[src/rtl/mem_stage_pkg.sv]
// Shared widths, opcodes, FSM encoding and request struct for the MEM stage.
package mem_stage_pkg;

  localparam int WIDTH     = 32;
  localparam int IR_W      = WIDTH;
  localparam int PC_W      = WIDTH - 2;
  localparam int NUM_LANES = WIDTH / 8;

  // Opcodes live in IR[31:26].
  localparam logic [5:0] OP_RTYPE = 6'h00;
  localparam logic [5:0] OP_LD    = 6'h20;  // byte load, sign-extended
  localparam logic [5:0] OP_LH    = 6'h21;  // halfword load, sign-extended
  localparam logic [5:0] OP_LW    = 6'h23;
  localparam logic [5:0] OP_SD    = 6'h28;  // byte store
  localparam logic [5:0] OP_SH    = 6'h29;
  localparam logic [5:0] OP_SW    = 6'h2B;
  localparam logic [5:0] OP_NOP   = 6'h3E;  // matches no WB write case
  localparam logic [5:0] OP_HALT  = 6'h3F;

  localparam logic [IR_W-1:0] NOP = {OP_NOP, 26'd0};

  localparam logic [0:0] ST_IDLE = 1'b0;
  localparam logic [0:0] ST_WAIT = 1'b1;

  typedef enum logic [1:0] {SZ_WORD, SZ_HALF, SZ_BYTE} msize_e;

  typedef struct packed {
    logic                 we;
    logic [PC_W-1:0]      addr;
    logic [NUM_LANES-1:0] be;
    logic [WIDTH-1:0]     wdata;
  } dmem_req_t;

  function automatic logic is_load(input logic [5:0] op);
    return (op == OP_LW) || (op == OP_LH) || (op == OP_LD);
  endfunction

  function automatic logic is_store(input logic [5:0] op);
    return (op == OP_SW) || (op == OP_SH) || (op == OP_SD);
  endfunction

  function automatic logic is_mem(input logic [5:0] op);
    return is_load(op) || is_store(op);
  endfunction

  // Non-memory opcodes report SZ_WORD; callers gate with is_mem().
  function automatic msize_e op_size(input logic [5:0] op);
    case (op)
      OP_LH, OP_SH: return SZ_HALF;
      OP_LD, OP_SD: return SZ_BYTE;
      default:      return SZ_WORD;
    endcase
  endfunction

endpackage

[src/rtl/mem_align.sv]
// Combinational lane logic: byte enables, store replication, misalign
// detect (request side) and lane select + sign-extension (load side).
module mem_align
  import mem_stage_pkg::*;
(
  input  logic [5:0]           op,
  input  logic [1:0]           off,
  input  logic [WIDTH-1:0]     st_data,
  output logic                 misalign,
  output logic [NUM_LANES-1:0] be,
  output logic [WIDTH-1:0]     wdata,
  input  logic [5:0]           ld_op,
  input  logic [1:0]           ld_off,
  input  logic [WIDTH-1:0]     rdata,
  output logic [WIDTH-1:0]     ld_data
);

  msize_e                      sz, ld_sz;
  logic [NUM_LANES-1:0][7:0]   rd_lanes;
  logic [15:0]                 ld_half;
  logic [7:0]                  ld_byte;

  assign sz       = op_size(op);
  assign ld_sz    = op_size(ld_op);
  assign misalign = (sz == SZ_WORD) ? (|off) : (sz == SZ_HALF) ? off[0] : 1'b0;

  // Per-lane enable and store data: halfword repeats every two lanes,
  // byte repeats in every lane.
  for (genvar g = 0; g < NUM_LANES; g++) begin : g_lane
    localparam logic [1:0] LN = 2'(g);
    localparam int         HB = (g % 2) * 8;
    assign be[g] = (sz == SZ_WORD)
                 | ((sz == SZ_HALF) & (off[1] == LN[1]))
                 | ((sz == SZ_BYTE) & (off == LN));
    assign wdata[g*8 +: 8] = (sz == SZ_WORD) ? st_data[g*8 +: 8] :
                             (sz == SZ_HALF) ? st_data[HB +: 8]  : st_data[7:0];
  end

  assign rd_lanes = rdata;
  assign ld_half  = ld_off[1] ? rdata[31:16] : rdata[15:0];
  assign ld_byte  = rd_lanes[ld_off];

  // Pick the addressed lane(s) and sign-extend to the datapath width.
  always_comb begin
    ld_data = rdata;
    case (ld_sz)
      SZ_HALF: ld_data = {{(WIDTH-16){ld_half[15]}}, ld_half};
      SZ_BYTE: ld_data = {{(WIDTH-8){ld_byte[7]}}, ld_byte};
      default: ld_data = rdata;
    endcase
  end

endmodule

[src/rtl/mem_stage.sv]
// MEM pipeline stage: runs loads/stores over a req/ack data-memory port,
// stalls EX while an access is outstanding, registers results for WB.
module mem_stage
  import mem_stage_pkg::*;
(
  input  logic                 clk,
  input  logic                 rst,
  input  logic [IR_W-1:0]      IR_in,
  input  logic [PC_W-1:0]      PC_in,
  input  logic [WIDTH-1:0]     Z_in,
  input  logic [WIDTH-1:0]     B_in,
  output logic                 stall,
  output logic [IR_W-1:0]      IR_out,
  output logic [PC_W-1:0]      PC_out,
  output logic [WIDTH-1:0]     Z_out,
  output logic                 misalign,
  output logic                 dmem_req,
  output logic                 dmem_we,
  output logic [PC_W-1:0]      dmem_addr,
  output logic [NUM_LANES-1:0] dmem_be,
  output logic [WIDTH-1:0]     dmem_wdata,
  input  logic [WIDTH-1:0]     dmem_rdata,
  input  logic                 dmem_ack
);

  logic [0:0]           state_q, state_d;
  logic [IR_W-1:0]      ir_q, ir_d, ir_out_q, ir_out_d;
  logic [PC_W-1:0]      pc_q, pc_d, pc_out_q, pc_out_d;
  logic [WIDTH-1:0]     z_q, z_d, z_out_q, z_out_d;
  logic                 misalign_q, misalign_d, req_q, req_d;
  dmem_req_t            dreq_q, dreq_d;

  logic                 al_mis;
  logic [NUM_LANES-1:0] al_be;
  logic [WIDTH-1:0]     al_wdata, ld_data;
  logic                 op_mem, mem_go;

  mem_align u_align (
    .op      (IR_in[31:26]),
    .off     (Z_in[1:0]),
    .st_data (B_in),
    .misalign(al_mis),
    .be      (al_be),
    .wdata   (al_wdata),
    .ld_op   (ir_q[31:26]),
    .ld_off  (z_q[1:0]),
    .rdata   (dmem_rdata),
    .ld_data (ld_data)
  );

  assign op_mem = is_mem(IR_in[31:26]);
  assign mem_go = (state_q == ST_IDLE) && op_mem && !al_mis;
  // Falls with dmem_ack so EX advances on the completing edge.
  assign stall  = mem_go || ((state_q == ST_WAIT) && !dmem_ack);

  // Next-state: issue, wait for ack, or pass through.
  always_comb begin
    state_d    = state_q;
    ir_d       = ir_q;
    pc_d       = pc_q;
    z_d        = z_q;
    ir_out_d   = ir_out_q;
    pc_out_d   = pc_out_q;
    z_out_d    = z_out_q;
    misalign_d = 1'b0;
    req_d      = req_q;
    dreq_d     = dreq_q;
    if (state_q == ST_IDLE) begin
      if (mem_go) begin
        ir_d     = IR_in;
        pc_d     = PC_in;
        z_d      = Z_in;
        req_d    = 1'b1;
        dreq_d   = '{we: is_store(IR_in[31:26]), addr: Z_in[WIDTH-1:2],
                     be: al_be, wdata: al_wdata};
        ir_out_d = NOP;
        state_d  = ST_WAIT;
      end else if (op_mem) begin
        // Misaligned: no access, WB sees a bubble.
        misalign_d = 1'b1;
        ir_out_d   = NOP;
        pc_out_d   = PC_in;
        z_out_d    = Z_in;
      end else begin
        ir_out_d = IR_in;
        pc_out_d = PC_in;
        z_out_d  = Z_in;
      end
    end else if (dmem_ack) begin
      req_d    = 1'b0;
      ir_out_d = ir_q;
      pc_out_d = pc_q;
      z_out_d  = is_load(ir_q[31:26]) ? ld_data : z_q;
      state_d  = ST_IDLE;
    end
  end

  // State and pipeline-boundary registers; reset abandons any access.
  always_ff @(posedge clk or posedge rst) begin
    if (rst) begin
      state_q    <= ST_IDLE;
      ir_q       <= NOP;
      pc_q       <= '0;
      z_q        <= '0;
      ir_out_q   <= NOP;
      pc_out_q   <= '0;
      z_out_q    <= '0;
      misalign_q <= 1'b0;
      req_q      <= 1'b0;
      dreq_q     <= '0;
    end else begin
      state_q    <= state_d;
      ir_q       <= ir_d;
      pc_q       <= pc_d;
      z_q        <= z_d;
      ir_out_q   <= ir_out_d;
      pc_out_q   <= pc_out_d;
      z_out_q    <= z_out_d;
      misalign_q <= misalign_d;
      req_q      <= req_d;
      dreq_q     <= dreq_d;
    end
  end

  assign IR_out     = ir_out_q;
  assign PC_out     = pc_out_q;
  assign Z_out      = z_out_q;
  assign misalign   = misalign_q;
  assign dmem_req   = req_q;
  assign dmem_we    = dreq_q.we;
  assign dmem_addr  = dreq_q.addr;
  assign dmem_be    = dreq_q.be;
  assign dmem_wdata = dreq_q.wdata;

endmodule
[config.mk]
export PLATFORM = sky130hd
export DESIGN_NAME = mem_stage
export DESIGN_NICKNAME = d
export VERILOG_FILES = /design/src/rtl/mem_stage_pkg.sv /design/src/rtl/mem_align.sv /design/src/rtl/mem_stage.sv
export SDC_FILE = /design/constraint.sdc
export NUM_CORES = 1
export LEC_CHECK = 0
export ABC_AREA = 1
export CAP_MARGIN = 30
export CELL_PAD_IN_SITES_DETAIL_PLACEMENT = 0
export CELL_PAD_IN_SITES_GLOBAL_PLACEMENT = 1
export CORE_ASPECT_RATIO = 1.1
export CORE_MARGIN = 2
export CORE_UTILIZATION = 30
export CTS_CLUSTER_DIAMETER = 80
export DETAILED_ROUTE_END_ITERATION = 10
export HOLD_SLACK_MARGIN = 0.06
export MAX_ROUTING_LAYER = met4
export PLACE_DENSITY = 0.77
export SETUP_SLACK_MARGIN = 0.15
export SLEW_MARGIN = 20
export SYNTH_ARGS = -nofsm -noshare
export SYNTH_HDL_FRONTEND = slang
export SYNTH_SLANG_ARGS = --single-unit
export TNS_END_PERCENT = 30
[constraint.sdc]
create_clock -name clk -period 18.3 [get_ports clk]
set_input_delay 2.745 -clock clk [delete_from_list [all_inputs] [get_ports clk]]
set_output_delay 2.745 -clock clk [all_outputs]
set_load 0.01 [all_outputs]
==> flow_summary.html, run 1 <==
<table>
<tr><th>Metric</th><th>Value</th></tr>
<tr><th colspan="2">Status</th></tr>
<tr><td>Result of the run</td><td>finished clean</td></tr>
<tr><th colspan="2">Yosys</th></tr>
<tr><td>Number of synthesized flops with an enable pin</td><td>0</td></tr>
<tr><td>Number of synthesized register bits</td><td>228</td></tr>
<tr><td>Mux contribution to synthesized area</td><td>0</td></tr>
<tr><td>Flip-flop cell with the highest count after synthesis</td><td>sky130_fd_sc_hd__dfrtp_1</td></tr>
<tr><td>Synthesized cell area</td><td>between 10000 and 15000 µm²</td></tr>
<tr><td>Simple logic cell fraction of the synthesized area</td><td>0.269</td></tr>
<tr><td>Post-synthesis compound-gate area fraction</td><td>0.126</td></tr>
<tr><td>Mean area per synthesized cell</td><td>approximately 7.7 µm²</td></tr>
<tr><td>Top post-synthesis cells by area</td><td>sky130_fd_sc_hd__dfrtp_1, sky130_fd_sc_hd__nand2_1, sky130_fd_sc_hd__o21ai_0, sky130_fd_sc_hd__nor2_1, sky130_fd_sc_hd__a21oi_1</td></tr>
<tr><td>Most numerous cell in the Yosys netlist</td><td>sky130_fd_sc_hd__nand2_1</td></tr>
<tr><td>YS warnings</td><td>0</td></tr>
<tr><td>Fraction of synthesized cell area in xor and xnor cells</td><td>0</td></tr>
<tr><td>Fraction of the yosys area taken by sequential cells</td><td>0.529</td></tr>
<tr><td>Number of distinct standard cells referenced by the synthesized netlist</td><td>32</td></tr>
<tr><td>Syn Nets</td><td>1575</td></tr>
<tr><td>Largest family of logic cells by synthesized area</td><td>simple AND/OR/NAND/NOR gates</td></tr>
<tr><td>Instance count of the mapped netlist</td><td>between 1k and 1.5k</td></tr>
<tr><td>Fraction of registers with async set/reset</td><td>1.00</td></tr>
<tr><td>Biggest area consumer among synthesized cells</td><td>sky130_fd_sc_hd__dfrtp_1</td></tr>
<tr><td>Post-synthesis share of cell area spent on full adders, half adders and majority gates</td><td>0.00231</td></tr>
<tr><td>Commonest cells in the synthesized netlist</td><td>sky130_fd_sc_hd__nand2_1, sky130_fd_sc_hd__dfrtp_1, sky130_fd_sc_hd__nor2_1</td></tr>
<tr><td>Share of the synthesized area in the top cell type</td><td>0.504</td></tr>
<tr><th colspan="2">Clocking</th></tr>
<tr><td>CTS Root Cell</td><td>sky130_fd_sc_hd__clkbuf_16</td></tr>
<tr><td>Clk sink count</td><td>about 230</td></tr>
<tr><td>CTS tree</td><td>yes</td></tr>
<tr><td>Total clock buffers created by CTS</td><td>26</td></tr>
<tr><td>Clock latency on the worst-skew pair</td><td>0.54 ns</td></tr>
<tr><td>Number of hold buffers added after cts</td><td>0</td></tr>
<tr><td>Maximum level of the CTS H-tree</td><td>1</td></tr>
<tr><td>Cells resized by post-CTS repair</td><td>0</td></tr>
<tr><td>Clock Pin Slew Worst Setup and Hold Paths</td><td>about 0.06 ns</td></tr>
<tr><td>Maximum buffer depth of the clock tree</td><td>3</td></tr>
<tr><td>Count of buffers added by post-CTS timing repair for setup</td><td>0</td></tr>
<tr><th colspan="2">Global route</th></tr>
<tr><td>Vias in the first global route</td><td>10.4k</td></tr>
<tr><td>Grt total ovfl</td><td>0</td></tr>
<tr><td>Global-route wire length before repair</td><td>about 58000 µm</td></tr>
<tr><td>Pin count of the biggest net entering global routing</td><td>109</td></tr>
<tr><td>GRT Util Overall</td><td>0.198</td></tr>
<tr><td>Initial antenna violation count</td><td>2</td></tr>
<tr><th colspan="2">Die</th></tr>
<tr><td>Core outline area</td><td>35300 µm²</td></tr>
<tr><td>Die Y-Extent</td><td>slightly above 200 µm</td></tr>
<tr><td>Die area</td><td>~38000 µm²</td></tr>
<tr><td>Effective utilization at floorplan</td><td>0.306</td></tr>
<tr><td>Die X</td><td>185 µm</td></tr>
<tr><td># IOs</td><td>~330</td></tr>
<tr><td>Row cnt</td><td>72</td></tr>
<tr><th colspan="2">Layout</th></tr>
<tr><td>Final net count</td><td>around 1.8k</td></tr>
<tr><td>Area growth, synth to finish</td><td>40.4%</td></tr>
<tr><td>Share of cells above drive strength 1</td><td>0.0452</td></tr>
<tr><td>Utilization after layout</td><td>0.430</td></tr>
<tr><td>Filler Cells Inserted</td><td>3612</td></tr>
<tr><td>Final Instance Count excl. Fillers</td><td>between 2k and 2.5k</td></tr>
<tr><th colspan="2">Hold path</th></tr>
<tr><td>Hold-critical path endpoint</td><td>ir_q[30]</td></tr>
<tr><td>Hold Crit Depth</td><td>2</td></tr>
<tr><td>Hold Path Class</td><td>flop to flop</td></tr>
<tr><td>Beginning of the worst hold path</td><td>ir_q[30]</td></tr>
<tr><th colspan="2">Drt</th></tr>
<tr><td>Post-route antenna net violation count</td><td>0</td></tr>
<tr><td>DRC</td><td>0</td></tr>
<tr><td>Overall via count from detail_route</td><td>10.3k</td></tr>
<tr><td>TritonRoute pass-1 iters</td><td>5</td></tr>
<tr><td>Via density</td><td>~4.7</td></tr>
<tr><td>Total wire length after detailed routing</td><td>36600 µm</td></tr>
<tr><td>Average wire per cell in the routed design</td><td>between 15 and 20 µm</td></tr>
<tr><td>Detailed router's first-iteration violation count</td><td>roughly 600</td></tr>
<tr><th colspan="2">Power</th></tr>
<tr><td>Maximum vdd drop</td><td>58.4 µV</td></tr>
<tr><td>Power density relative to cell area</td><td>about 110 nW/µm²</td></tr>
<tr><td>Leak pwr</td><td>7.03 nW</td></tr>
<tr><th colspan="2">Timing</th></tr>
<tr><td>Pin slew with the least headroom to its limit</td><td>0.873 ns</td></tr>
<tr><td>Post-route worst setup slack</td><td>around 11 ns</td></tr>
<tr><td>Max Freq</td><td>133 MHz</td></tr>
<tr><td>Max Slew Vio Count</td><td>0</td></tr>
<tr><td>Final critical path time including I/O delays and setup</td><td>7.50 ns</td></tr>
<tr><td>Final Hold Viols</td><td>0</td></tr>
<tr><td>Setup TNS after final layout</td><td>0 ns</td></tr>
<tr><td>Setup violation total in the final timing report</td><td>0</td></tr>
<tr><td>Final clock period utilization by the worst path</td><td>0.410</td></tr>
<tr><td>Unrepaired setup endpoints after global routing</td><td>no</td></tr>
<tr><td>Final worst clock skew</td><td>0.0141 ns</td></tr>
<tr><td>Max-slew headroom at the worst pin</td><td>0.418</td></tr>
<tr><th colspan="2">Critical path</th></tr>
<tr><td>Sort of element at the start of the critical path</td><td>input port</td></tr>
<tr><td>Crit path DAT</td><td>about 4.8 ns</td></tr>
<tr><td>R2r endpoint</td><td>Z_out[24]</td></tr>
<tr><td>Critical Setup Path Class</td><td>input port to output pin</td></tr>
<tr><td>Worst-case register-to-register setup slack</td><td>about 14 ns</td></tr>
<tr><td>Depth of the worst register-to-register path</td><td>11</td></tr>
<tr><td>Required time of the worst setup path</td><td>~16 ns</td></tr>
<tr><td>Largest fanout of any net on the critical path</td><td>42</td></tr>
<tr><td>Endpoint class of the critical path</td><td>output pin</td></tr>
<tr><td>RR Startpoint</td><td>ir_q[31]</td></tr>
<tr><th colspan="2">Flow run</th></tr>
<tr><td>Max capacitance violation total</td><td>0</td></tr>
<tr><th colspan="2">Placed design</th></tr>
<tr><td>Cell count after placement</td><td>2138</td></tr>
<tr><td>Number of input and output port buffers inserted</td><td>approximately 320</td></tr>
<tr><td>Pre-CTS setup slack</td><td>approximately 11 ns</td></tr>
<tr><td>Placer's final routability congestion estimate</td><td>0.869</td></tr>
<tr><td>HPWL reported at the end of detailed placement</td><td>roughly 25000 µm</td></tr>
</table>
[stage by stage]
stage                     area, µm²  hold slack [ns]  power [mW]
after floorplan               10800            0.446       0.874
after global placement        14300            0.461        1.10
after detailed placement      14300            0.465        1.10
after CTS                     15200            0.478        1.63
after global routing          15200            0.496        1.71
final                         15200            0.472        1.61
[placed cells by master, fill, tap and decap left out, drive strengths merged, types with 6 or more instances in the layout]
| cell type | count |
|---|---|
| a21oi | 69 |
| dfstp | 10 |
| clkbuf | 39 |
| buf | 10 |
| o31ai | 6 |
| o21ai | 148 |
| nand2 | 534 |
| dfrtp | 218 |
| clkinv | 6 |
| o22ai | 27 |
| inv | 89 |
| nor2 | 155 |
| clkdlybuf4s50 | 324 |
| nand3 | 26 |
| nor3 | 30 |
[critical path: stages]
cell	delay, ns
sky130_fd_sc_hd__clkdlybuf4s50_1	0.45
sky130_fd_sc_hd__inv_1	0.06
sky130_fd_sc_hd__nor2_2	0.16
sky130_fd_sc_hd__o21ai_1	0.13
sky130_fd_sc_hd__nor2_2	0.16
sky130_fd_sc_hd__nand2_4	0.31
sky130_fd_sc_hd__nand2_1	0.18
sky130_fd_sc_hd__clkdlybuf4s50_1	0.56
[cell families after synthesis]
kind of cell | count (synthesis)
AOI/OAI and AO/OA | 258
adders and majority gates | 2
buffers and inverters | 178
DFF | 228
and+or+nand+nor | 746
[final cells by class]
cell class | instances | area (µm²) | area share
Antenna cell | 2 | 5.00 | 0.000330
Clock buffer | 39 | 769 | 0.0507
Clock inverter | 7 | 73.8 | 0.00486
Inverter | 90 | 353 | 0.0232
Multi-Input combinational cell | 1006 | 4310 | 0.284
Sequential cell | 228 | 5720 | 0.377
Tap cell | 481 | 602 | 0.0396
Timing Repair Buffer | 334 | 3350 | 0.220
[worst max-delay path by stage]
stage	start	endpoint	slack (ns)	depth (start not counted)
finish	IR_in[31]	stall	10.80	8
detailed placement	IR_in[31]	stall	10.78	8
CTS	IR_in[31]	stall	10.78	8
global route	IR_in[31]	stall	10.68	8
global placement	IR_in[31]	stall	10.78	8
floorplan	rst	IR_out[0]	9.32	1
[registers in the layout, summed over array words and instances (netlist names), 4 cells and up]
name,flops
z_q,32
Z_out,32
pc_q,30
dmem_wdata,32
PC_out,30
dmem_be,4
IR_out,32
ir_q,32
[report_power, final]
group          internal (mW)  switching (mW)
clock                  0.303           0.216
sequential             0.599          0.0623
combinational          0.206           0.224
[routing by layer]
layer,track usage,vias up,part of all wire
met5,-,-,0
met4,0.0578,0,0.024
met3,0.0402,55,0.068
met2,0.311,317,0.46
met1,0.259,4858,0.45
li1,-,5036,-
(Power assumes the default switching activity.)
==> run 2, diff against run 1 <==
--- a/config.mk
+++ b/config.mk
@@ -16,7 +16,7 @@
 export DETAILED_ROUTE_END_ITERATION = 10
 export HOLD_SLACK_MARGIN = 0.06
 export MAX_ROUTING_LAYER = met4
-export PLACE_DENSITY = 0.77
+export PLACE_DENSITY = 0.8
 export SETUP_SLACK_MARGIN = 0.15
 export SLEW_MARGIN = 20
 export SYNTH_ARGS = -nofsm -noshare
==> constraint.sdc (replaced) <==
create_clock -name clk -period 6.26 [get_ports clk]
set_input_delay 0.939 -clock clk [delete_from_list [all_inputs] [get_ports clk]]
set_output_delay 0.939 -clock clk [all_outputs]
set_load 0.01 [all_outputs]
==> run 2 against run 1 <==
Critical path depth fell by 1; count of clock-buffer cells in the layout decreased by 1; via count grew 0.71%; setup slack worse by 8.9 ns; register-to-register slack got worse by 12 ns; largest power group unchanged; clock power grew to 3.4 times the previous value; first-iteration DRC count increased by 13%; highest routed layer unchanged; global-route usage is 0.35 points higher; sequential power rose to 2.9 times the previous value; largest cell class unchanged; sequential share of layout area fell by 0.50 points; power increased to 3.1 times the previous value; non-clock buffer count grew 3.
==> flow_summary.html, run 2 (synthesized netlist as in run 1, its figures left out) <==
<table>
<tr><th>Metric</th><th>Value</th></tr>
<tr><th colspan="2">Placed design</th></tr>
<tr><td>Pre-CTS setup slack</td><td>1.88 ns (-8.90 ns)</td></tr>
<tr><td>HPWL reported at the end of detailed placement</td><td>24700 µm (-0.13%)</td></tr>
<tr><td>Number of input and output port buffers inserted</td><td>324 (unchanged)</td></tr>
<tr><td>Instance area at placement</td><td>14300 µm² (about the same)</td></tr>
<tr><td>Placer's final routability congestion estimate</td><td>0.885 (+1.8%)</td></tr>
<tr><td>Cell count after placement</td><td>2139 (+0.047%)</td></tr>
<tr><th colspan="2">Timing</th></tr>
<tr><td>Max Slew Vio Count</td><td>0 (unchanged)</td></tr>
<tr><td>Pin slew with the least headroom to its limit</td><td>1.00 ns (+0.127 ns)</td></tr>
<tr><td>Setup TNS after final layout</td><td>0 ns (unchanged)</td></tr>
<tr><td>Post-route worst setup slack</td><td>1.90 ns (-8.90 ns)</td></tr>
<tr><td>Unrepaired setup endpoints after global routing</td><td>no</td></tr>
<tr><td>Final hold slack</td><td>0.475 ns (+0.00309 ns)</td></tr>
<tr><td>Final critical path time including I/O delays and setup</td><td>roughly 4.4 ns</td></tr>
<tr><td>Final clock period utilization by the worst path</td><td>0.696</td></tr>
<tr><td>Final Hold Viols</td><td>0 (unchanged)</td></tr>
<tr><td>Final worst clock skew</td><td>0.0223 ns (+0.00823 ns)</td></tr>
<tr><td>Max-slew headroom at the worst pin</td><td>0.333 (-0.0846)</td></tr>
<tr><td>Max Freq</td><td>229 MHz</td></tr>
<tr><td>Setup violation total in the final timing report</td><td>0 (unchanged)</td></tr>
<tr><th colspan="2">Critical path</th></tr>
<tr><td>R2r endpoint</td><td>Z_out[26]</td></tr>
<tr><td>Cell-by-cell listing of the critical path</td><td>inv_6 -&gt; nand2_1 -&gt; nor2_2 -&gt; buf_4 -&gt; nand2_4 -&gt; nand2_1 -&gt; clkdlybuf4s50_1</td></tr>
<tr><td>Required time of the worst setup path</td><td>5.32 ns (-10.23 ns)</td></tr>
<tr><td>Worst-path cell with the longest stage delay</td><td>sky130_fd_sc_hd__clkdlybuf4s50_1</td></tr>
<tr><td>Peak per-stage delay on the critical path</td><td>0.61 ns (+0.05 ns)</td></tr>
<tr><td>RR Startpoint</td><td>ir_q[31]</td></tr>
<tr><td>Count of cell instances traversed by the critical path</td><td>7 (-1)</td></tr>
<tr><td>Critical Setup Path Class</td><td>flop to output pin</td></tr>
<tr><td>CP bufs+invs</td><td>3 (unchanged)</td></tr>
<tr><td>Depth of the worst register-to-register path</td><td>11 (unchanged)</td></tr>
<tr><td>Crit path DAT</td><td>3.42 ns (-1.34 ns)</td></tr>
<tr><td>Family of cells with the greatest summed delay on the critical path</td><td>buffers and inverters</td></tr>
<tr><td>Worst-case register-to-register setup slack</td><td>2.45 ns (-11.99 ns)</td></tr>
<tr><td>Cell seen most often among critical-path stages</td><td>sky130_fd_sc_hd__nand2_1</td></tr>
<tr><td>Sort of element at the start of the critical path</td><td>flop</td></tr>
<tr><td>Largest fanout of any net on the critical path</td><td>98 (+130%)</td></tr>
<tr><td>Endpoint class of the critical path</td><td>output pin</td></tr>
<tr><th colspan="2">Global route</th></tr>
<tr><td>Initial antenna violation count</td><td>1 (-1)</td></tr>
<tr><td>Pin count of the biggest net entering global routing</td><td>162 (+49%)</td></tr>
<tr><td>Vias in the first global route</td><td>10.4k (+0.14%)</td></tr>
<tr><td>Grt total ovfl</td><td>0 (unchanged)</td></tr>
<tr><td>GRT Util Overall</td><td>0.201 (+0.00347)</td></tr>
<tr><td>Global-route wire length before repair</td><td>57900 µm (+0.70%)</td></tr>
<tr><th colspan="2">Power</th></tr>
<tr><td>Leak pwr</td><td>7.14 nW (+1.4%)</td></tr>
<tr><td>Cell internal pwr</td><td>3.43 mW (+210%)</td></tr>
<tr><td>Power density relative to cell area</td><td>322 nW/µm² (+200%)</td></tr>
<tr><td>Flop pwr share</td><td>0.392 (-0.019)</td></tr>
<tr><td>Clock network power share</td><td>0.355 (+0.033)</td></tr>
<tr><td>Switching power total</td><td>1.53 mW (+200%)</td></tr>
<tr><td>Overall power consumption</td><td>4.95 mW (+210%)</td></tr>
<tr><td>Comb pwr share</td><td>0.254 (-0.013)</td></tr>
<tr><td>Maximum vdd drop</td><td>179 µV (+210%)</td></tr>
<tr><td>Switching part of the total power</td><td>0.308 (-0.00371)</td></tr>
<tr><th colspan="2">Hold path</th></tr>
<tr><td>Hold-critical path endpoint</td><td>ir_q[30]</td></tr>
<tr><td>Beginning of the worst hold path</td><td>ir_q[30]</td></tr>
<tr><td>Hold Crit Depth</td><td>2 (unchanged)</td></tr>
<tr><td>Hold Path Class</td><td>flop to flop</td></tr>
<tr><th colspan="2">Die</th></tr>
<tr><td>Core outline area</td><td>35300 µm² (unchanged)</td></tr>
<tr><td>Row cnt</td><td>72 (unchanged)</td></tr>
<tr><td>Die Y-Extent</td><td>203 µm (unchanged)</td></tr>
<tr><td># IOs</td><td>325 (unchanged)</td></tr>
<tr><td>Effective utilization at floorplan</td><td>0.306 (unchanged)</td></tr>
<tr><td>Die area</td><td>37600 µm² (unchanged)</td></tr>
<tr><td>Die X</td><td>185 µm (unchanged)</td></tr>
<tr><th colspan="2">Drt</th></tr>
<tr><td>Via density</td><td>4.71 (+0.34%)</td></tr>
<tr><td>DRC</td><td>0 (unchanged)</td></tr>
<tr><td>Average wire per cell in the routed design</td><td>16.8 µm (+0.49%)</td></tr>
<tr><td>Detailed router's first-iteration violation count</td><td>674 (+13%)</td></tr>
<tr><td>Total length of routed met2 wires</td><td>17300 µm (+2.6%)</td></tr>
<tr><td>Uppermost layer routed</td><td>met4</td></tr>
<tr><td>Total wire length after detailed routing</td><td>36900 µm (+0.86%)</td></tr>
<tr><td>Post-route antenna net violation count</td><td>0 (unchanged)</td></tr>
<tr><td>Routed metal-1 wirelength</td><td>16100 µm (-1.8%)</td></tr>
<tr><td>TritonRoute pass-1 iters</td><td>5 (unchanged)</td></tr>
<tr><td>Overall via count from detail_route</td><td>10.3k (+0.71%)</td></tr>
<tr><td>Met3 wire len</td><td>2400 µm (-3.4%)</td></tr>
<tr><th colspan="2">Layout</th></tr>
<tr><td>Post-layout instance area</td><td>15400 µm² (+1.3%)</td></tr>
<tr><td>Share of cells above drive strength 1</td><td>0.0502 (+0.00502)</td></tr>
<tr><td>Utilization after layout</td><td>0.436 (+0.00574)</td></tr>
<tr><td>Area growth, synth to finish</td><td>42.2%</td></tr>
<tr><td>Leading cell types in the layout, fill and taps excluded</td><td>sky130_fd_sc_hd__nand2_1, sky130_fd_sc_hd__clkdlybuf4s50_1, sky130_fd_sc_hd__dfrtp_1, sky130_fd_sc_hd__nor2_1, sky130_fd_sc_hd__o21ai_0</td></tr>
<tr><td>Final net count</td><td>1854 (+0.27%)</td></tr>
<tr><td>Final Instance Count excl. Fillers</td><td>2195 (+0.37%)</td></tr>
<tr><td>Leading cell type in the layout, fill and taps excluded</td><td>sky130_fd_sc_hd__nand2_1</td></tr>
<tr><th colspan="2">Status</th></tr>
<tr><td>Result of the run</td><td>finished clean</td></tr>
<tr><th colspan="2">Clocking</th></tr>
<tr><td>Count of buffers added by post-CTS timing repair for setup</td><td>0 (unchanged)</td></tr>
<tr><td>Total clock buffers created by CTS</td><td>28 (+7.7%)</td></tr>
<tr><td>Maximum level of the CTS H-tree</td><td>1 (unchanged)</td></tr>
<tr><td>CTS Root Cell</td><td>sky130_fd_sc_hd__clkbuf_16</td></tr>
<tr><td>CTS tree</td><td>yes</td></tr>
<tr><td>Maximum buffer depth of the clock tree</td><td>3 (unchanged)</td></tr>
<tr><td>Number of hold buffers added after cts</td><td>0 (unchanged)</td></tr>
<tr><td>Clock Pin Slew Worst Setup and Hold Paths</td><td>0.06 ns (about the same)</td></tr>
<tr><td>Clock latency on the worst-skew pair</td><td>0.57 ns (+0.03 ns)</td></tr>
<tr><td>Clk sink count</td><td>228 (unchanged)</td></tr>
<tr><td>Cells resized by post-CTS repair</td><td>0 (unchanged)</td></tr>
<tr><th colspan="2">Flow run</th></tr>
<tr><td>Max capacitance violation total</td><td>0 (unchanged)</td></tr>
</table>
## run 2: cell types whose count changed in the layout (fill, tap and decap cells not counted), sizes merged
| cell | change |
|---|---|
| clkinv | +4 |
| buf | +3 |
| clkbuf | -1 |
| bufinv | +3 |
| diode | -1 |
## run 2: power by group through the flow
stage | clock network, mW | registers [mW] | logic (mW)
6_report | 1.76 | 1.94 | 1.26
5_1_grt | 1.86 | 1.98 | 1.40
3_5_place_dp | 0 | 1.96 | 1.26
4_1_cts | 1.80 | 1.94 | 1.27
3_3_place_gp | 0 | 1.96 | 1.25
2_1_floorplan | 0 | 1.99 | 0.565
## run 2: worst max path at each step
stage / start / slack, ns / to
final: state_q / 1.90 / stall
after global routing: state_q / 1.57 / stall
after CTS: state_q / 1.79 / stall
after detailed placement: IR_in[31] / 1.88 / stall
after global placement: IR_in[31] / 1.89 / stall
after floorplan: rst / 2.35 / IR_out[0]
## run 2: per-layer routing
metal	GRT usage	up-vias
met5	-	-
met4	0.0703	0
met3	0.0388	67
met2	0.316	340
met1	0.260	4890
li1	-	5042
## run 2: worst min-delay path: stages, from the launching register on
cell,delay (ns)
sky130_fd_sc_hd__dfstp_2,0.37
sky130_fd_sc_hd__inv_1,0.06
sky130_fd_sc_hd__nor2_1,0.04
## run 2: area by class of cell
class | count | area, µm²
fill | 3597 | 19900
clock inverter | 14 | 216
clock buffer | 38 | 798
tap | 481 | 602
inverter | 90 | 349
multi-input combinational | 1006 | 4310
antenna | 1 | 2.50
timing repair buffer | 337 | 3390
sequential | 228 | 5720
==> run 3, diff against run 2 <==
==> constraint.sdc (replaced) <==
create_clock -name clk -period 3.6 [get_ports clk]
set_input_delay 0.54 -clock clk [delete_from_list [all_inputs] [get_ports clk]]
set_output_delay 0.54 -clock clk [all_outputs]
set_load 0.01 [all_outputs]
==> run 3 against run 2 <==
Count of clock-buffer cells in the layout rose by 3; combinational power increased by 75%; hold slack got worse by 0.17 ns; design area barely moved; cell count increased by 0.27%; setup slack lost 1.2 ns; sequential power increased by 73%; power rose by 69%; critical path type is now flop to flop; critical endpoint is now Z_out[24]; largest power group unchanged.
==> flow_summary.html, run 3 (synthesized netlist as in run 1, its figures left out) <==
<table>
<tr><th>Metric</th><th>Value</th></tr>
<tr><th colspan="2">Drt</th></tr>
<tr><td>Post-route antenna net violation count</td><td>0 (unchanged)</td></tr>
<tr><td>DRC</td><td>0 (unchanged)</td></tr>
<tr><td>Detailed router's first-iteration violation count</td><td>727 (+7.9%)</td></tr>
<tr><td>TritonRoute pass-1 iters</td><td>5 (unchanged)</td></tr>
<tr><td>Average wire per cell in the routed design</td><td>16.9 µm (+0.44%)</td></tr>
<tr><td>Total wire length after detailed routing</td><td>37100 µm (+0.71%)</td></tr>
<tr><td>Overall via count from detail_route</td><td>10.3k (-0.029%)</td></tr>
<tr><td>Via density</td><td>4.70 (-0.30%)</td></tr>
<tr><th colspan="2">Global route</th></tr>
<tr><td>Global-route met2 utilization</td><td>0.318 (+0.00120)</td></tr>
<tr><td>Global-route layer with the greatest usage</td><td>met2</td></tr>
<tr><td>Met1 usage</td><td>0.261 (+0.000779)</td></tr>
<tr><td>Grt total ovfl</td><td>0 (unchanged)</td></tr>
<tr><td>Global-route wire length before repair</td><td>58600 µm (+1.1%)</td></tr>
<tr><td>GR met3 Demand/Resource</td><td>0.0411 (+0.00232)</td></tr>
<tr><td>Pin count of the biggest net entering global routing</td><td>109 (-33%)</td></tr>
<tr><td>Vias in the first global route</td><td>10.5k (+0.28%)</td></tr>
<tr><td>GRT Util Overall</td><td>0.202 (+0.000788)</td></tr>
<tr><td>Initial antenna violation count</td><td>2 (+1)</td></tr>
<tr><th colspan="2">Placed design</th></tr>
<tr><td>Placer's final routability congestion estimate</td><td>0.863 (-2.5%)</td></tr>
<tr><td>Cell count after placement</td><td>2150 (+0.51%)</td></tr>
<tr><td>Number of input and output port buffers inserted</td><td>324 (unchanged)</td></tr>
<tr><td>HPWL reported at the end of detailed placement</td><td>25700 µm (+3.8%)</td></tr>
<tr><td>Instance area at placement</td><td>14500 µm² (+1.2%)</td></tr>
<tr><td>Pre-CTS setup slack</td><td>0.698 ns (-1.18 ns)</td></tr>
<tr><th colspan="2">Critical path</th></tr>
<tr><td>Sort of element at the start of the critical path</td><td>flop</td></tr>
<tr><td>Crit path DAT</td><td>3.31 ns (-0.11 ns)</td></tr>
<tr><td>Critical Setup Path Class</td><td>flop to flop</td></tr>
<tr><td>Endpoint class of the critical path</td><td>flop</td></tr>
<tr><td>Largest fanout of any net on the critical path</td><td>25 (-74%)</td></tr>
<tr><td>Required time of the worst setup path</td><td>4.01 ns (-1.31 ns)</td></tr>
<tr><th colspan="2">Die</th></tr>
<tr><td>Die Y-Extent</td><td>203 µm (unchanged)</td></tr>
<tr><td>Row cnt</td><td>72 (unchanged)</td></tr>
<tr><td># IOs</td><td>325 (unchanged)</td></tr>
<tr><td>Die area</td><td>37600 µm² (unchanged)</td></tr>
<tr><td>Core outline area</td><td>35300 µm² (unchanged)</td></tr>
<tr><td>Die X</td><td>185 µm (unchanged)</td></tr>
<tr><td>Effective utilization at floorplan</td><td>0.306 (unchanged)</td></tr>
<tr><th colspan="2">Timing</th></tr>
<tr><td>Setup TNS after final layout</td><td>0 ns (unchanged)</td></tr>
<tr><td>Max-slew headroom at the worst pin</td><td>0.375 (+0.0418)</td></tr>
<tr><td>Unrepaired setup endpoints after global routing</td><td>no</td></tr>
<tr><td>Final critical path time including I/O delays and setup</td><td>a little under 3 ns</td></tr>
<tr><td>Final clock period utilization by the worst path</td><td>0.804</td></tr>
<tr><td>Max Slew Vio Count</td><td>0 (unchanged)</td></tr>
<tr><td>Final worst clock skew</td><td>0.00944 ns (-0.0129 ns)</td></tr>
<tr><td>Final Hold Viols</td><td>0 (unchanged)</td></tr>
<tr><td>Max Freq</td><td>345 MHz</td></tr>
<tr><td>Pin slew with the least headroom to its limit</td><td>0.937 ns (-0.0627 ns)</td></tr>
<tr><td>Setup violation total in the final timing report</td><td>0 (unchanged)</td></tr>
<tr><td>Post-route worst setup slack</td><td>0.705 ns (-1.20 ns)</td></tr>
<tr><td>Final hold slack</td><td>0.307 ns (-0.169 ns)</td></tr>
<tr><th colspan="2">Power</th></tr>
<tr><td>Leak pwr</td><td>7.14 nW (about the same)</td></tr>
<tr><td>Flop pwr share</td><td>0.401 (+0.009)</td></tr>
<tr><td>Maximum vdd drop</td><td>380 µV (+110%)</td></tr>
<tr><td>Comb pwr share</td><td>0.265 (+0.011)</td></tr>
<tr><td>Power density relative to cell area</td><td>544 nW/µm² (+69%)</td></tr>
<tr><td>Clock network power share</td><td>0.334 (-0.021)</td></tr>
<tr><td>Switching part of the total power</td><td>0.306 (-0.00234)</td></tr>
<tr><td>Overall power consumption</td><td>8.37 mW (+69%)</td></tr>
<tr><td>Cell internal pwr</td><td>5.81 mW (+70%)</td></tr>
<tr><td>Switching power total</td><td>2.56 mW (+68%)</td></tr>
<tr><th colspan="2">Clocking</th></tr>
<tr><td>Maximum level of the CTS H-tree</td><td>1 (unchanged)</td></tr>
<tr><td>CTS tree</td><td>yes</td></tr>
<tr><td>Maximum buffer depth of the clock tree</td><td>3 (unchanged)</td></tr>
<tr><td>Clock Pin Slew Worst Setup and Hold Paths</td><td>0.06 ns (about the same)</td></tr>
<tr><td>Number of hold buffers added after cts</td><td>0 (unchanged)</td></tr>
<tr><td>Cells resized by post-CTS repair</td><td>0 (unchanged)</td></tr>
<tr><td>Total clock buffers created by CTS</td><td>27 (-3.6%)</td></tr>
<tr><td>Count of buffers added by post-CTS timing repair for setup</td><td>0 (unchanged)</td></tr>
<tr><td>Clock latency on the worst-skew pair</td><td>0.54 ns (-0.03 ns)</td></tr>
<tr><td>CTS Root Cell</td><td>sky130_fd_sc_hd__clkbuf_16</td></tr>
<tr><td>Clk sink count</td><td>228 (unchanged)</td></tr>
<tr><th colspan="2">Layout</th></tr>
<tr><td>Leading cell types in the layout, fill and taps excluded</td><td>sky130_fd_sc_hd__nand2_1, sky130_fd_sc_hd__clkdlybuf4s50_1, sky130_fd_sc_hd__dfrtp_1, sky130_fd_sc_hd__nor2_1, sky130_fd_sc_hd__o21ai_0</td></tr>
<tr><td>Final Instance Count excl. Fillers</td><td>2201 (+0.27%)</td></tr>
<tr><td>Post-layout instance area</td><td>15400 µm² (about the same)</td></tr>
<tr><td>Area growth, synth to finish</td><td>42.3% (about the same)</td></tr>
<tr><td>Leading cell type in the layout, fill and taps excluded</td><td>sky130_fd_sc_hd__nand2_1</td></tr>
<tr><td>Final net count</td><td>1862 (+0.43%)</td></tr>
<tr><td>Share of cells above drive strength 1</td><td>0.0495 (-0.000728)</td></tr>
<tr><td>Utilization after layout</td><td>0.436 (about the same)</td></tr>
<tr><td>Sequential cell area in the final layout</td><td>5720 µm² (unchanged)</td></tr>
<tr><td>Area of the multi-input gates</td><td>4300 µm² (about the same)</td></tr>
<tr><td>Filler Cells Inserted</td><td>3655 (+1.6%)</td></tr>
<tr><th colspan="2">Flow run</th></tr>
<tr><td>Max capacitance violation total</td><td>0 (unchanged)</td></tr>
<tr><th colspan="2">Status</th></tr>
<tr><td>Result of the run</td><td>finished clean</td></tr>
<tr><th colspan="2">Hold path</th></tr>
<tr><td>Hold Path Class</td><td>input port to async pin</td></tr>
</table>
-- run 3: cell types whose count changed in the layout (fill, tap and decap cells not counted), moves of 4 or more --
cell                       change
sky130_fd_sc_hd__buf_12        +5
sky130_fd_sc_hd__buf_4         +6
sky130_fd_sc_hd__clkinv_4      -4
sky130_fd_sc_hd__clkbuf_1      +5
-- run 3: area by class of cell --
type,instances,area share
Sequential cell,228,0.372
Timing Repair Buffer,346,0.229
Inverter,90,0.0227
Clock inverter,7,0.00740
Clock buffer,41,0.0506
Multi-Input combinational cell,1006,0.280
Tap cell,481,0.0391
Antenna cell,2,0.000325
-- run 3: worst max-delay path: stages, from the launching register on --
cell and delay [ns]:
sky130_fd_sc_hd__dfstp_2 0.51, sky130_fd_sc_hd__inv_1 0.06, sky130_fd_sc_hd__nor3_1 0.20, sky130_fd_sc_hd__nand2_1 0.10
sky130_fd_sc_hd__nor2_1 0.22, sky130_fd_sc_hd__inv_1 0.08, sky130_fd_sc_hd__ha_1 0.31, sky130_fd_sc_hd__clkinv_1 0.51
sky130_fd_sc_hd__nand2_2 0.52, sky130_fd_sc_hd__nand2_1 0.11, sky130_fd_sc_hd__nand2_1 0.08, sky130_fd_sc_hd__a21oi_1 0.07
-- run 3: path summary, 6_finish.rpt --
kind / from / endpoint / slack [ns] / cells after the start
worst min register to register: dmem_wdata[5] / dmem_wdata[5] / 0.48 / 2
worst min-delay path: rst / Z_out[12] / 0.31 / 2
min in group clk: dmem_wdata[5] / dmem_wdata[5] / 0.48 / 2
worst max-delay path: ir_q[31] / Z_out[24] / 0.70 / 11
worst max register to register: ir_q[31] / Z_out[24] / 0.70 / 11
max in group asynchronous: rst / IR_out[30] / 2.51 / 4
-- run 3: metal layers --
metal	vias to the layer above	wire length (µm)	part of all wire
li1	5048	-	-
met1	4905	16200	0.44
met2	315	17300	0.47
met3	68	2350	0.063
met4	0	1300	0.035
met5	-	0	0
-- run 3: power by group through the flow --
| stage | Clock [mW] | Sequential, mW | Combinational, mW |
|---|---|---|---|
| 2_1_floorplan | 0 | 3.46 | 0.983 |
| 3_3_place_gp | 0 | 3.38 | 2.21 |
| 3_5_place_dp | 0 | 3.39 | 2.24 |
| 4_1_cts | 2.87 | 3.36 | 2.25 |
| 5_1_grt | 2.98 | 3.42 | 2.48 |
| 6_report | 2.80 | 3.36 | 2.21 |
